[src/rtl/fifo_stream_reader_pkg.sv]
// Shared constants for the fifo_stream_reader block: buffer occupancy encodings,
// beat counter width and the read-credit rule used to pace FIFO pops.
package fifo_stream_pkg;

    localparam int FSR_CNT_W = 2;

    localparam logic [FSR_CNT_W-1:0] CNT_EMPTY = 2'd0;
    localparam logic [FSR_CNT_W-1:0] CNT_ONE   = 2'd1;
    localparam logic [FSR_CNT_W-1:0] CNT_FULL  = 2'd2;

    localparam int BEAT_W = 16;

    // A new pop may only be issued if the words already owed to the buffer
    // (held + in flight - leaving this edge) leave a free slot for it.
    function automatic logic fsr_credit_ok(
        input logic [FSR_CNT_W-1:0] count,
        input logic                 inflight,
        input logic                 pop
    );
        logic [FSR_CNT_W:0] pending;
        pending = {1'b0, count}
                + {{FSR_CNT_W{1'b0}}, inflight}
                - {{FSR_CNT_W{1'b0}}, pop};
        return pending < {1'b0, CNT_FULL};
    endfunction

endpackage

[src/rtl/fifo_stream_reader_if.sv]
// FIFO-side pop interface plus valid/ready output stream of fifo_stream_reader.
// out_last exists only when FSR_LAST_EN is defined.
interface fifo_stream_reader_if #(
    parameter int DATA_WIDTH = 32
);
    logic                  fifo_empty;
    logic [DATA_WIDTH-1:0] fifo_data;
    logic                  fifo_rd_en;
    logic [DATA_WIDTH-1:0] out_data;
    logic                  out_valid;
    logic                  out_ready;
`ifdef FSR_LAST_EN
    logic                  out_last;
`endif

    modport master (
        input  fifo_empty,
        input  fifo_data,
        input  out_ready,
        output fifo_rd_en,
        output out_data,
`ifdef FSR_LAST_EN
        output out_last,
`endif
        output out_valid
    );

    modport slave (
        output fifo_empty,
        output fifo_data,
        output out_ready,
        input  fifo_rd_en,
        input  out_data,
`ifdef FSR_LAST_EN
        input  out_last,
`endif
        input  out_valid
    );

endinterface

[src/rtl/fsr_skid_buf.sv]
// Two-entry register buffer between the FIFO read port and the output stream.
// Data registers are not reset; rd_data reads as zero whenever the buffer is empty.
module fsr_skid_buf
    import fifo_stream_pkg::*;
#(
    parameter int DATA_WIDTH = 32
) (
    input  logic                  clk,
    input  logic                  rst,
    input  logic                  wr_en,
    input  logic [DATA_WIDTH-1:0] wr_data,
    input  logic                  rd_en,
    output logic [DATA_WIDTH-1:0] rd_data,
    output logic [FSR_CNT_W-1:0]  count
);

    logic [DATA_WIDTH-1:0] mem_p0 [2];
    logic                  wr_ptr;
    logic                  rd_ptr;

    always_ff @(posedge clk) begin
        if (rst) begin
            wr_ptr <= 1'b0;
            rd_ptr <= 1'b0;
            count  <= CNT_EMPTY;
        end else begin
            if (wr_en) begin
                wr_ptr <= ~wr_ptr;
            end
            if (rd_en) begin
                rd_ptr <= ~rd_ptr;
            end
            count <= count + FSR_CNT_W'(wr_en) - FSR_CNT_W'(rd_en);
        end
    end

    // Capture stage: a write with a simultaneous read at count 1 lands in the
    // slot the read pointer moves to, so it becomes the head next cycle.
    always_ff @(posedge clk) begin
        if (wr_en) begin
            mem_p0[wr_ptr] <= wr_data;
        end
    end

    assign rd_data = (count == CNT_EMPTY) ? '0 : mem_p0[rd_ptr];

endmodule

[src/rtl/fifo_stream_reader.sv]
// Converts sync_fifo's rd_en/empty pop port (1-cycle read latency) into a
// valid/ready stream. Define FSR_LAST_EN to add the out_last packet marker.
module fifo_stream_reader
    import fifo_stream_pkg::*;
#(
    parameter int DATA_WIDTH = 32,
    parameter int PKT_LEN    = 16
) (
    input  logic                 clk,
    input  logic                 rst,
    fifo_stream_reader_if.master bus
);

    logic                  inflight_p0;
    logic                  vld_p0;
    logic                  pop;
    logic                  rd_en;
    logic [FSR_CNT_W-1:0]  count;
    logic [DATA_WIDTH-1:0] head_data;

    assign vld_p0 = (count != CNT_EMPTY);
    assign pop    = vld_p0 && bus.out_ready;

    // Combinational on out_ready so a pop this edge frees a slot immediately,
    // which keeps one word per cycle flowing with ready held high.
    assign rd_en = !rst && !bus.fifo_empty && fsr_credit_ok(count, inflight_p0, pop);

    always_ff @(posedge clk) begin
        if (rst) begin
            inflight_p0 <= 1'b0;
        end else begin
            inflight_p0 <= rd_en;
        end
    end

    fsr_skid_buf #(
        .DATA_WIDTH (DATA_WIDTH)
    ) u_buf (
        .clk     (clk),
        .rst     (rst),
        .wr_en   (inflight_p0),
        .wr_data (bus.fifo_data),
        .rd_en   (pop),
        .rd_data (head_data),
        .count   (count)
    );

    assign bus.fifo_rd_en = rd_en;
    assign bus.out_valid  = vld_p0;
    assign bus.out_data   = head_data;

`ifdef FSR_LAST_EN
    logic [BEAT_W-1:0] beat_p0;
    logic              last;

    assign last = vld_p0 && (beat_p0 == BEAT_W'(PKT_LEN - 1));

    always_ff @(posedge clk) begin
        if (rst) begin
            beat_p0 <= '0;
        end else if (pop) begin
            beat_p0 <= last ? '0 : beat_p0 + 1'b1;
        end
    end

    assign bus.out_last = last;
`endif

endmodule

[src/flat_wrapper.sv]
// flat-port wrapper written by rule: the top's interface ports become plain ports
module fifo_stream_reader_flat import fifo_stream_pkg::*;
#(
    parameter int DATA_WIDTH = 32,
    parameter int PKT_LEN    = 16
)
  (clk, rst, bus_fifo_empty, bus_fifo_data, bus_out_ready, bus_fifo_rd_en, bus_out_data, bus_out_valid);
  fifo_stream_reader_if #(.DATA_WIDTH(DATA_WIDTH)) bus_i ();
  input  logic clk;
  input  logic rst;
  input wire logic [$bits(bus_i.fifo_empty)-1:0] bus_fifo_empty;
  input wire logic [$bits(bus_i.fifo_data)-1:0] bus_fifo_data;
  input wire logic [$bits(bus_i.out_ready)-1:0] bus_out_ready;
  output wire logic [$bits(bus_i.fifo_rd_en)-1:0] bus_fifo_rd_en;
  output wire logic [$bits(bus_i.out_data)-1:0] bus_out_data;
  output wire logic [$bits(bus_i.out_valid)-1:0] bus_out_valid;
  assign bus_i.fifo_empty = bus_fifo_empty;
  assign bus_i.fifo_data = bus_fifo_data;
  assign bus_i.out_ready = bus_out_ready;
  assign bus_fifo_rd_en = bus_i.fifo_rd_en;
  assign bus_out_data = bus_i.out_data;
  assign bus_out_valid = bus_i.out_valid;
  fifo_stream_reader #(.DATA_WIDTH(DATA_WIDTH), .PKT_LEN(PKT_LEN)) u_core (.clk(clk), .rst(rst), .bus(bus_i));
endmodule
[config.mk]
export PLATFORM = sky130hd
export DESIGN_NAME = fifo_stream_reader_flat
export DESIGN_NICKNAME = d
export VERILOG_FILES = /design/src/rtl/fifo_stream_reader_pkg.sv /design/src/rtl/fifo_stream_reader_if.sv /design/src/rtl/fsr_skid_buf.sv /design/src/rtl/fifo_stream_reader.sv /design/src/flat_wrapper.sv
export SDC_FILE = /design/constraint.sdc
export NUM_CORES = 1
export LEC_CHECK = 0
export BUFFER_PORTS_ARGS = -buffer_cell sky130_fd_sc_hd__buf_2
export CORE_ASPECT_RATIO = 0.9
export CORE_MARGIN = 3
export CORE_UTILIZATION = 35
export DETAILED_ROUTE_END_ITERATION = 8
export PLACE_DENSITY = 0.6
export SYNTH_ARGS = -nofsm -noshare
export SYNTH_HDL_FRONTEND = slang
export SYNTH_SLANG_ARGS = --single-unit
export TNS_END_PERCENT = 100
[constraint.sdc]
create_clock -name clk -period 2.34 [get_ports clk]
set_clock_uncertainty 0.15 [all_clocks]
set_input_delay 0.117 -clock clk [delete_from_list [all_inputs] [get_ports clk]]
set_output_delay 0.117 -clock clk [all_outputs]
set_load 0.02 [all_outputs]
---- Word-level counts from Yosys, hierarchy flattened ----
Memory sizes are Yosys's and may differ from the RTL's. A register that Yosys moved wholly into a read port is not among the register bits.
Index checks and enable logic that the tools add are counted.
word-level totals
  bits in registers ....................... 5
  memory bits (writable) .................. 64
  input port bits ......................... 36
  output and inout port bits .............. 34
  memories kept ........................... 1
memories
  name                 words  width  rd ports  clocked after memory_dff  wr ports  line                RTL
  u_core.u_buf.mem_p0  2      32     1         1                         1         fsr_skid_buf.sv:17  logic [DATA_WIDTH-1:0] mem_p0 [2];
cells by class
  add/subtract/negate cells ............... 4
  order comparisons ....................... 1
  mux-type cells .......................... 5
  bitwise operators ....................... 2
  reductions and logical operators ........ 7
operators by type and width
  cell                                                                  number
  32-bit two-way mux                                                    1
  1-bit two-way mux                                                     4
  2-bit by 1-bit adder with 3-bit output                                1
  1-bit logical AND                                                     3
  3-bit by 2-bit < comparator with 1-bit output, second input constant  1
  3-bit by 1-bit subtractor with 3-bit output                           1
  2-bit by 1-bit adder with 2-bit output                                1
  1-bit logical NOT                                                     2
  2-bit logical NOT                                                     1
  1-bit inverter                                                        2
  2-bit nonzero test                                                    1
  2-bit by 1-bit subtractor with 2-bit output                           1

---- Depth between registers and ports, before layout ----
Gate-level depths: netlist of the first run.
  depth after elaboration ................. 5
  gate-level depth with buffers ........... 7
  mapped depth without buffers ............ 7

---- Cells and area by module ----
From an unflattened synthesis of the first run, not the netlist that was laid out.
second synthesis, totals
  cells, all modules ...................... 165
  area, all modules ....................... 2,765.2 µm²
by module, submodules not included
  module              times used  cells an instance  area each (µm²)  sequential area each (µm²)
  fsr_skid_buf        1           155                2,663.8          2,021.9
  fifo_stream_reader  1           10                 101.3            20.0

---- Least setup slack after synthesis of the first run ----
OpenSTA, ideal clock, no wires.
  kind .................................... reg-to-output
  start point ............................. reg u_core.u_buf.count[1]
  end point ............................... out bus_fifo_rd_en
  data arrival time ....................... 2.177 ns
  data required time ...................... 2.073 ns
  path slack .............................. -0.104 ns
  stages on the path, launching flop included .. 7
  path buffers ............................ 0
  cells stage by stage .................... dfxtp_1 o21a_1 ha_1 inv_1 ha_1 fa_1 nor4_1
on the way
  cells in the longest elaborated chain, start to end .. 5
  elaborated cells on any way between the ends .. 6
  classes of those cells .................. 2 x add/sub; 1 x order compare; 3 x reduce/logical
RTL lines
  what                                           line                          RTL
  start, declared                                fsr_skid_buf.sv:14            output logic [FSR_CNT_W-1:0] count
  start signal, assigned                         fsr_skid_buf.sv:33            count <= count + FSR_CNT_W'(wr_en) - FSR_CNT_W'(rd_en);
  2-bit nonzero test                             fifo_stream_reader.sv:21      assign vld_p0 = (count != CNT_EMPTY);
  1-bit logical AND                              fifo_stream_reader.sv:22      assign pop = vld_p0 && bus.out_ready;
  net u_core.pop                                 fifo_stream_reader.sv:16      logic pop;
  3-bit by 1-bit subtractor with 3-bit output    fifo_stream_reader_pkg.sv:23  - {{FSR_CNT_W{1'b0}}, pop};
  3-bit by 2-bit < comparator with 1-bit output  fifo_stream_reader_pkg.sv:24  return pending < {1'b0, CNT_FULL};
  1-bit logical AND                              fifo_stream_reader.sv:26      assign rd_en = !rst && !bus.fifo_empty && fsr_credit_ok(count, inflight_p0, pop);
  end, declared                                  flat_wrapper.sv:14            output wire logic [$bits(bus_i.fifo_rd_en)-1:0] bus_fifo_rd_en;
The timed path passes the listed nets, and every way through them passes these cells.

---- Worst setup path after layout of the first run ----
Same ends and word-level chain as after synthesis.

==> summary.md, run 1 <==
| Metric | Value |
|---|---|
| Outcome | complete, but fails checks |
| Failing checks | setup timing |
| Cell variety after synth | 17 |
| Quantity of I/O buffers inserted on ports | 69 |
| Number of max-slew violations in the final report | 0 |
| Slew at the pin with the worst max-slew slack | 387 ps |
| Static Leak | around 1.5 nW |
| Largest net degree at the start of global routing | 23 |
| Design area | 3810 sq um |
| Drt via density | 4.35 |
| Crit path largest cell delay | 460 ps |
| Critical path class | reg -> out |
| Least setup slack across all paths after layout | -124 ps |
| Post-synth design cell area | 2690 sq um |
| Sum of internal, switching and leakage power | ~4.3 mW |
| Clock tree from TritonCTS | yes |
| Die Height | around 89 um |
| Crit path buf inv count | 2 |
| Clock Tree Buf Depth | 2 |
| Worst endpoint required time | 2070 ps |
| DP HPWL | between 3000 and 4000 um |
| Overflow left after global routing | 0 |
| Most frequent cells in the layout | sky130_fd_sc_hd__buf_2, sky130_fd_sc_hd__edfxtp_1, sky130_fd_sc_hd__nor2_1, sky130_fd_sc_hd__dlygate4sd3_1, sky130_fd_sc_hd__mux2i_1 |
| Warning count from the yosys run | 0 |
| Fin nets | 321 |
| CTS H-tree depth | 3 |
| Share of synthesized cell area in and, or, nand and nor gates | 6.51% |
| CP startpoint kind | flip-flop |
| Critical Path Fanout Max | 2 |
| Type of the most critical hold path | in -> reg |
| Synthesis-to-finish area growth | 41.7% |
| Multiplexer area fraction after synthesis | 12.7% |
| Initial DRC count | 32 |
| Number of hold-slack violations in the final timing report | 0 |
| Wire length of the first global-routing pass | 8490 um |
| Final weighted congestion in routability-driven placement | 0.694 |
| Placement Cell Area | between 3000 and 4000 sq um |
| Main combinational cell family by area after synthesis | multiplexers |
| Antenna violations before repair | 0 |
| CTS clk-pin slew, worst paths | 60 ps |
| Share of synthesized cell area in full adder, half adder and majority cells | about 1.7% |
| Share of the clock period used by the worst path | 105% |
| Peak ir drop on the vdd network | 0.000531 V |
| Average instance area after synthesis | 16.4 sq um |
| Cell Chain, Critical Path | o21a_1 -> ha_1 -> inv_2 -> ha_4 -> fa_2 -> nor4_4 -> buf_4 |
| Final WL | slightly above 5000 um |
| Synthesized-area fraction occupied by ao, oa, aoi and oai cells | less than 1% |
| CP startpoint | u_core.u_buf.count[1] |
| Drt pass-1 iters | 4 |
| Critical Path Sink Type | primary output |
| Hold_sp | bus_out_ready |
| CTS buffer count | 9 |
| Overall fraction of global-route tracks in use | 13.0% |
| Number of max-cap violations | 0 |
| Achievable frequency | 406 MHz |
| Max_slew headroom | 74.1% |
| Area used by sequential logic in the layout | 2050 sq um |
| Insertion delay to the later sink of the worst-skew pair | 320 ps |
| Routed wire length per instance | 13.7 um |
| Power density over the cells | 1140 nW/um^2 |
| #FFs+latches synth | 70 |
| Standard cell core area | 7260 sq um |
| DRC Markers | 0 |
| Xor and xnor fraction of the mapped netlist area | 0.651% |
| Critical path arrival | 2200 ps |
| Setup repair after global routing missed its margin | yes |
| Total number of clock tree sinks | 70 |
| Final Critical Period | 2460 ps |
| Die span in x | 98.4 um |
| Crit-path leading delay family | adder cells |
| Cell at the root of the clock tree | sky130_fd_sc_hd__clkbuf_8 |
| Ant diodes | 0 |
| IO Count | 70 |
| Via count of the first global-routing pass | 1770 |
| Critical-path cell with the highest stage delay | sky130_fd_sc_hd__fa_2 |
| Rows | 29 |
| Synthesized net count | 203 |
| Fill count | 643 |
| Layout cell share with drive strength beyond 1 | 37.4% |
| Cells after synthesis | 164 |
| Total die area | ~9000 sq um |
| Proportion of synthesized chip area in sequential cells | 75.9% |
| Antenna violation net count after detailed routing | 0 |
| Most common library cell in the layout ignoring fill and taps | sky130_fd_sc_hd__buf_2 |
| R2r startpoint | u_core.u_buf.count[1] |
| Area of the multi-input gates | 634 sq um |
| Total via count after detailed routing | 1649 |
| Initial Utilization | 37.1% |
| Total of endpoints with negative setup slack in the final report | 1 |
==> worst register-to-register path, delay by kind of cell (launching register included) <==
| family | cells | cell delay [ps] |
|---|---|---|
| buffers and inverters | 2 | 240 |
| adders and majority gates | 3 | 900 |
| AOI/OAI and AO/OA | 1 | 190 |
| DFF | 1 | 320 |
| and+or+nand+nor | 1 | 220 |
==> final timing paths <==
kind                         endpoint  slack [ps]  cells past startpoint
hold reg to reg   u_core.u_buf.wr_ptr         390                      2
setup / recovery       bus_fifo_rd_en        -120                      7
setup reg to reg   u_core.inflight_p0         230                      7
hold / removal    u_core.u_buf.rd_ptr         230                      5
==> sequential cells by signal, summed over array words and instances (netlist names), named ones only <==
name	count
u_core.inflight_p0	1
u_core.u_buf.wr_ptr	1
u_core.u_buf.count	2
u_core.u_buf.mem_p0	64
u_core.u_buf.rd_ptr	1
==> where the power goes <==
group | switching, mW | total, mW | internal [mW]
registers | 0.0625 | 1.69 | 1.63
logic | 1.01 | 1.67 | 0.661
clock network | 0.405 | 0.988 | 0.583
==> cell families (layout without fill, tap and decap cells) <==
kind of cell,count (synthesis),after routing
AND/OR/NAND/NOR,42,42
buffers and inverters,12,134
XOR/XNOR,2,2
AO/OA/AOI/OAI,1,1
multiplexers,34,34
adder cells (fa/ha/maj),3,3
flip-flops,70,70
==> synthesized netlist by cell type <==
cell type	n	share of area, %
sky130_fd_sc_hd__edfxtp_1	64	71
sky130_fd_sc_hd__nor2_1	35	4.9
sky130_fd_sc_hd__mux2i_1	32	12
sky130_fd_sc_hd__dfxtp_1	6	4.5
sky130_fd_sc_hd__buf_2	4	0.74
sky130_fd_sc_hd__inv_1	4	0.56
sky130_fd_sc_hd__buf_4	3	0.84
sky130_fd_sc_hd__nor2b_1	3	0.70
sky130_fd_sc_hd__ha_1	2	0.93
sky130_fd_sc_hd__mux2_2	2	0.84
sky130_fd_sc_hd__nor4_1	2	0.46
sky130_fd_sc_hd__xnor2_1	2	0.65
sky130_fd_sc_hd__and2_1	1	0.23
sky130_fd_sc_hd__fa_1	1	0.74
sky130_fd_sc_hd__inv_2	1	0.14
sky130_fd_sc_hd__nor2_2	1	0.23
sky130_fd_sc_hd__o21a_1	1	0.28
==> per-layer routing <==
layer / global-route usage [%] / up-vias / part of all wire, %
met2: 23.1 / 44 / 54
met1: 14.4 / 773 / 40
met5: 0 / - / 0
li1: - / 826 / -
met3: 3.74 / 6 / 4.6
met4: 6.70 / 0 / 1.2
==> per-stage QoR <==
step                setup slack [ps]  hold slack, ps  TNS [ps]  std cells  util (%)
global route                    -237             229      -237        379      52.5
global placement                 171             155         0        326      44.2
detailed placement               136             158         0        326      44.2
floorplan                       13.0            38.6         0        164         -
CTS                             -211             107      -211        378      52.0
finish                          -124             234      -124        379      52.5
==> timing repair <==
action	in CTS	in global routing
buffers inserted	3	1
resized for setup	3	6
hold endpoints to repair	68	0
hold buffers	34	0
endpoints found under the setup margin	1	1
pin swaps	4	5
==> layout make-up <==
type,count,area share (%)
well taps,93,3.05
clock inverters,6,2.03
clock buffers,9,3.25
multi-input cells,82,16.6
repair buffers,114,20.9
flip-flops and latches,70,53.7
inverters,5,0.492
Note: power is estimated with default switching activity, not from simulation.
==> run 2: changes to the inputs <==
--- a/config.mk
+++ b/config.mk
@@ -6,7 +6,6 @@
 export NUM_CORES = 1
 export LEC_CHECK = 0
 export BUFFER_PORTS_ARGS = -buffer_cell sky130_fd_sc_hd__buf_2
-export CORE_ASPECT_RATIO = 0.9
 export CORE_MARGIN = 3
 export CORE_UTILIZATION = 35
 export DETAILED_ROUTE_END_ITERATION = 8
==> run 2 against run 1 <==
Against the previous run:
- the run still ends with setup timing left
- clock power rose by 15%
- count of clock-buffer cells in the layout did not move
- final cell count rose by 0.79%
- non-clock buffer count fell by 4
- design area barely moved
- power rose by 1.2%
- first-iteration DRC count rose by 25%
- fmax fell by 1.3%
- largest cell class unchanged
- largest power group unchanged
==> summary.md, run 2 (same netlist as run 1, synthesis figures left out) <==
| Metric | Value |
|---|---|
| Hold_sp | bus_out_ready |
| Max reg flops | 64 |
| Static Leak | 1.46 nW |
| Crit-path leading delay family | adder cells |
| Clock Tree Buf Depth | 2 |
| Insertion delay to the later sink of the worst-skew pair | 330 ps |
| Largest net degree at the start of global routing | 34 |
| Outcome | complete, but fails checks |
| Crit path largest cell delay | between 400 and 500 ps |
| Setup repair after global routing missed its margin | yes |
| Initial Utilization | 36.5% |
| Clock tree from TritonCTS | yes |
| Drt via density | 4.40 |
| Layout cell share with drive strength beyond 1 | 36.4% |
| Power density over the cells | roughly 1200 nW/um^2 |
| Overall fraction of global-route tracks in use | 12.5% |
| Endpoint of the worst register-to-register path | u_core.inflight_p0 |
| Worst endpoint required time | 2070 ps |
| Total of endpoints with negative setup slack in the final report | 1 |
| Synthesis-to-finish area growth | 41.5% |
| Cell Chain, Critical Path | o21a_1 -> ha_1 -> inv_1 -> ha_2 -> fa_2 -> nor4_2 -> buf_4 |
| Die Height | 93.7 um |
| Total via count after detailed routing | 1682 |
| Standard cell core area | between 7000 and 8000 sq um |
| Biggest registers after layout | u_core.u_buf.mem_p0: 64 flops, u_core.u_buf.count: 2 flops |
| End of the worst hold path | u_core.u_buf.rd_ptr |
| Wire length of the first global-routing pass | 8160 um |
| Total die area | 8780 sq um |
| Total number of clock tree sinks | 70 |
| Most common library cell in the layout ignoring fill and taps | sky130_fd_sc_hd__buf_2 |
| Type of the most critical hold path | in -> reg |
| Number of hold-slack violations in the final timing report | 0 |
| Final-layout setup total negative slack | -155 ps |
| Sum of internal, switching and leakage power | approximately 4.4 mW |
| DP HPWL | 3130 um |
| Via count of the first global-routing pass | 1747 |
| Final Critical Period | 2500 ps |
| Ant diodes | 0 |
| Rows | 31 |
| Quantity of I/O buffers inserted on ports | 69 |
| Max_slew headroom | 63.0% |
| Fin nets | 317 |
| Pre-CTS WS | 110 ps |
| Number of max-slew violations in the final report | 0 |
| Antenna violation net count after detailed routing | 0 |
| Routed wire length per instance | 13.1 um |
| Initial DRC count | 40 |
| Slew at the pin with the worst max-slew slack | between 500 and 600 ps |
| Antenna violations before repair | 0 |
| CTS buffer count | 9 |
| Tightest hold margin | 123 ps |
| R2r startpoint | u_core.u_buf.count[1] |
| Critical Path Fanout Max | 4 |
| Critical path class | reg -> out |
| Critical Path Sink Type | primary output |
| R2R cell count | 7 |
| Final WL | between 5000 and 6000 um |
| End-of-flow core utilization | 51.7% |
| Critical path arrival | 2230 ps |
| Achievable frequency | 401 MHz |
| Die span in x | roughly 94 um |
| IO Count | 70 |
| Final weighted congestion in routability-driven placement | 0.651 |
| Critical-path cell with the highest stage delay | sky130_fd_sc_hd__fa_2 |
| CP startpoint kind | flip-flop |
| Drt pass-1 iters | 3 |
| Crit path buf inv count | 2 |
| Share of the clock period used by the worst path | 107% |
| Flop-to-flop setup slack | 260 ps |
| DRC Markers | 0 |
| Count of cells along the worst hold path | 4 |
| CTS clk-pin slew, worst paths | 70 ps |
| Reg with most FFs | u_core.u_buf.mem_p0 |
| Least setup slack across all paths after layout | -155 ps |
| Number of max-cap violations | 0 |
| CTS H-tree depth | 3 |
| Overflow left after global routing | 0 |
| Most frequent cells in the layout | sky130_fd_sc_hd__buf_2, sky130_fd_sc_hd__edfxtp_1, sky130_fd_sc_hd__nor2_1, sky130_fd_sc_hd__dlygate4sd3_1, sky130_fd_sc_hd__mux2i_1 |
| Failing checks | setup timing |
| Peak ir drop on the vdd network | 0.000516 V |
| Cell at the root of the clock tree | sky130_fd_sc_hd__clkbuf_8 |
run 2: what timing repair did:
action | CTS | global route
gates cloned | 0 | 0
pin swaps | 2 | 1
setup buffers | 2 | 0
hold endpoints to repair | 68 | 0
hold buffers | 34 | 0
endpoints found under the setup margin | 1 | 1
gates resized for setup | 3 | 4
run 2: area by class of cell:
type / count / area [sq um]
fill: 642 / 3560
sequential: 70 / 2050
timing repair buffer: 110 / 766
multi-input combinational: 82 / 616
clock buffer: 9 / 124
tap: 99 / 124
clock inverter: 7 / 113
inverter: 5 / 18.8
run 2: metrics by stage:
step / instances / instance area (sq um)
floorplan: 164 / 2700
finish: 382 / 3810
detailed placement: 330 / 3200
global placement: 330 / 3200
CTS: 382 / 3790
global route: 382 / 3810
run 2: metal layers:
layer,part of all wire [%],vias to the layer above,track usage [%]
met5,0,-,0
met4,1.9,0,5.42
met3,6.4,10,4.97
met2,52,45,21.5
met1,40,805,13.6
li1,-,822,-
run 2: worst max path at each step:
| stage | startpoint | end | cells past startpoint |
|---|---|---|---|
| 2_1_floorplan | u_core.inflight_p0 | u_core.u_buf.mem_p0[0][0] | 2 |
| 3_3_place_gp | u_core.u_buf.count[1] | bus_fifo_rd_en | 7 |
| 3_5_place_dp | u_core.u_buf.count[1] | bus_fifo_rd_en | 7 |
| 4_1_cts | u_core.u_buf.count[0] | bus_fifo_rd_en | 7 |
| 5_1_grt | u_core.u_buf.count[1] | bus_fifo_rd_en | 7 |
| 6_report | u_core.u_buf.count[1] | bus_fifo_rd_en | 7 |
run 2: worst reg2reg max path, delay by kind of cell, from the launching register on:
family	cells	cell delay (ps)
buffers and inverters	2	210
AOI/OAI and AO/OA	1	180
adders and majority gates	3	890
and+or+nand+nor	1	200
DFF	1	370
run 2: where the power goes:
part	internal [mW]	switching (mW)	total [mW]
logic	0.600	0.958	1.56
registers	1.63	0.0782	1.71
clock network	0.700	0.435	1.14
==> run 3: changes to the inputs <==
--- a/config.mk
+++ b/config.mk
@@ -9,6 +9,7 @@
 export CORE_MARGIN = 3
 export CORE_UTILIZATION = 35
 export DETAILED_ROUTE_END_ITERATION = 8
+export GPL_TIMING_DRIVEN = 0
 export PLACE_DENSITY = 0.6
 export SYNTH_ARGS = -nofsm -noshare
 export SYNTH_HDL_FRONTEND = slang
==> run 3 against run 2 <==
Against the previous run:
- clock power decreased by 9%
- non-clock buffer count increased by 2
- the flow still finishes with violations (setup timing)
- register-to-register slack improved by 100 ps
- critical path type unchanged
==> summary.md, run 3 (same netlist as run 1, synthesis figures left out) <==
| Metric | Value |
|---|---|
| Outcome | complete, but fails checks |
| Failing checks | setup timing |
| Hold_sp | bus_out_ready |
| Tightest hold margin | 126 ps |
| Initial DRC count | 59 |
| Final weighted congestion in routability-driven placement | 0.638 |
| Fin nets | approximately 320 |
| Fill count | 641 |
| Highest routed layer | met4 |
| Final WL | 5030 um |
| Largest net degree at the start of global routing | 33 |
| Cell at the root of the clock tree | sky130_fd_sc_hd__clkbuf_8 |
| Standard cell core area | about 7400 sq um |
| Least setup slack across all paths after layout | -161 ps |
| Reg with most FFs | u_core.u_buf.mem_p0 |
| Ant diodes | 0 |
| Most common library cell in the layout ignoring fill and taps | sky130_fd_sc_hd__buf_2 |
| Number of hold-slack violations in the final timing report | 0 |
| Peak ir drop on the vdd network | 0.000601 V |
| DRC Markers | 0 |
| Max reg flops | 64 |
| Cell Chain, Critical Path | o21a_1 -> ha_1 -> inv_1 -> ha_2 -> fa_1 -> nor4_2 -> buf_4 |
| Insertion delay to the later sink of the worst-skew pair | 330 ps |
| Flop-to-flop setup slack | 360 ps |
| Crit path buf inv count | 2 |
| Crit path largest cell delay | about 450 ps |
| Biggest registers after layout | u_core.u_buf.mem_p0: 64 flops, u_core.u_buf.count: 2 flops |
| Die Height | 93.7 um |
| Via count of the first global-routing pass | 1662 |
| End of the worst hold path | u_core.u_buf.rd_ptr |
| Worst endpoint required time | between 2000 and 2500 ps |
| Die span in x | about 94 um |
| Number of max-slew violations in the final report | 0 |
| CTS clk-pin slew, worst paths | roughly 70 ps |
| CTS H-tree depth | 3 |
| Drt pass-1 iters | 4 |
| Clock tree from TritonCTS | yes |
| Layout cell share with drive strength beyond 1 | 35.8% |
| CTS buffer count | 9 |
| Most frequent cells in the layout | sky130_fd_sc_hd__buf_2, sky130_fd_sc_hd__edfxtp_1, sky130_fd_sc_hd__nor2_1, sky130_fd_sc_hd__dlygate4sd3_1, sky130_fd_sc_hd__mux2i_1 |
| Critical-path cell with the highest stage delay | sky130_fd_sc_hd__fa_1 |
| Total via count after detailed routing | 1643 |
| Setup repair after global routing missed its margin | yes |
| Routed wire length per instance | about 13 um |
| Area used by sequential logic in the layout | 2040 sq um |
| Critical Path Fanout Max | 3 |
| Drt via density | 4.28 |
| Critical path class | reg -> out |
| Number of cells in the design after placement | 333 |
| Type of the most critical hold path | in -> reg |
| Routed met1 length | 2260 um |
| Overall fraction of global-route tracks in use | 12.2% |
| Critical path arrival | 2230 ps |
| Rows | 31 |
| Number of max-cap violations | 0 |
| CP startpoint kind | flip-flop |
| End-of-flow core utilization | 51.2% |
| Non-filler cells in the finished layout | 384 |
| Total die area | 8780 sq um |
| Quantity of I/O buffers inserted on ports | a little under 70 |
| DP HPWL | between 3000 and 4000 um |
| Antenna violation net count after detailed routing | 0 |
| Wire length of the first global-routing pass | 7800 um |
| Crit-path leading delay family | adder cells |
| Total of endpoints with negative setup slack in the final report | 1 |
| Antenna violations before repair | 0 |
| Max_slew headroom | 45.8% |
| Initial Utilization | 36.5% |
| R2R cell count | 6 |
| IO Count | 70 |
| Static Leak | 1.46 nW |
| Endpoint of the worst register-to-register path | u_core.inflight_p0 |
| Sum of internal, switching and leakage power | approximately 4.3 mW |
| Share of the clock period used by the worst path | 107% |
| Clock Tree Buf Depth | 2 |
| Critical Path Sink Type | primary output |
| Met3 routed WL | 255 um |
| Amount of wire on met2 after detailed routing | 2410 um |
| Achievable frequency | roughly 400 MHz |
| Synthesis-to-finish area growth | 40.2% |
| Power density over the cells | ~1100 nW/um^2 |
| Final Critical Period | 2500 ps |
| Area of the multi-input gates | 606 sq um |
| Overflow left after global routing | 0 |
| R2r startpoint | u_core.u_buf.count[0] |
| Count of cells along the worst hold path | 4 |
| Slew at the pin with the worst max-slew slack | 813 ps |
| Total number of clock tree sinks | 70 |
[run 3: metal layers]
metal  vias to the layer above  global-route usage (%)
met5                         -                       0
met3                         9                    2.80
met2                        45                    19.6
li1                        825                       -
met1                       764                    14.7
met4                         0                    7.82
[run 3: worst min-delay path, delay by kind of cell]
kind / cells / cell delay [ps]
AO/OA/AOI/OAI: 1 / 130
buffers and inverters: 2 / 200
multiplexers: 1 / 130
[run 3: where the power goes]
group	total (mW)	switching, mW	leakage [nW]	internal, mW
Clock	1.04	0.416	0.110	0.627
Combinational	1.55	0.960	0.717	0.587
Sequential	1.70	0.0721	0.632	1.63
[run 3: timing repair]
action	in CTS	in global routing
pin swaps	1	0
resized for setup	2	2
buffers inserted	1	0
endpoints found under the hold margin	68	0
endpoints found under the setup margin	1	1
hold buffers	34	0
[run 3: final cells by class]
class / instances / share of cell area, %
plain buffers: 7 / 1.13
clock buffers: 12 / 3.85
clock inverters: 4 / 1.86
inverters: 5 / 0.497
multi-input cells: 82 / 16.0
flip-flops and latches: 70 / 54.2
well taps: 99 / 3.28
repair buffers: 105 / 19.2
[run 3: worst max-delay path by stage]
stage	startpoint	cells past startpoint	slack [ps]	to
2_1_floorplan	u_core.inflight_p0	2	10	u_core.u_buf.mem_p0[0][0]
3_3_place_gp	u_core.inflight_p0	2	-870	u_core.u_buf.mem_p0[0][23]
3_5_place_dp	u_core.u_buf.count[1]	7	90	bus_fifo_rd_en
4_1_cts	u_core.u_buf.count[1]	7	-220	bus_fifo_rd_en
5_1_grt	u_core.u_buf.count[0]	7	-340	bus_fifo_rd_en
6_report	u_core.u_buf.count[0]	7	-160	bus_fifo_rd_en
[run 3: per-stage QoR]
| step | setup slack (ps) | setup TNS [ps] | instance area, sq um |
|---|---|---|---|
| 2_1_floorplan | 13.0 | 0 | 2700 |
| 3_3_place_gp | -873 | -27880 | 3170 |
| 3_5_place_dp | 88.8 | 0 | 3200 |
| 4_1_cts | -220 | -220 | 3770 |
| 5_1_grt | -340 | -340 | 3770 |
| 6_report | -161 | -161 | 3770 |
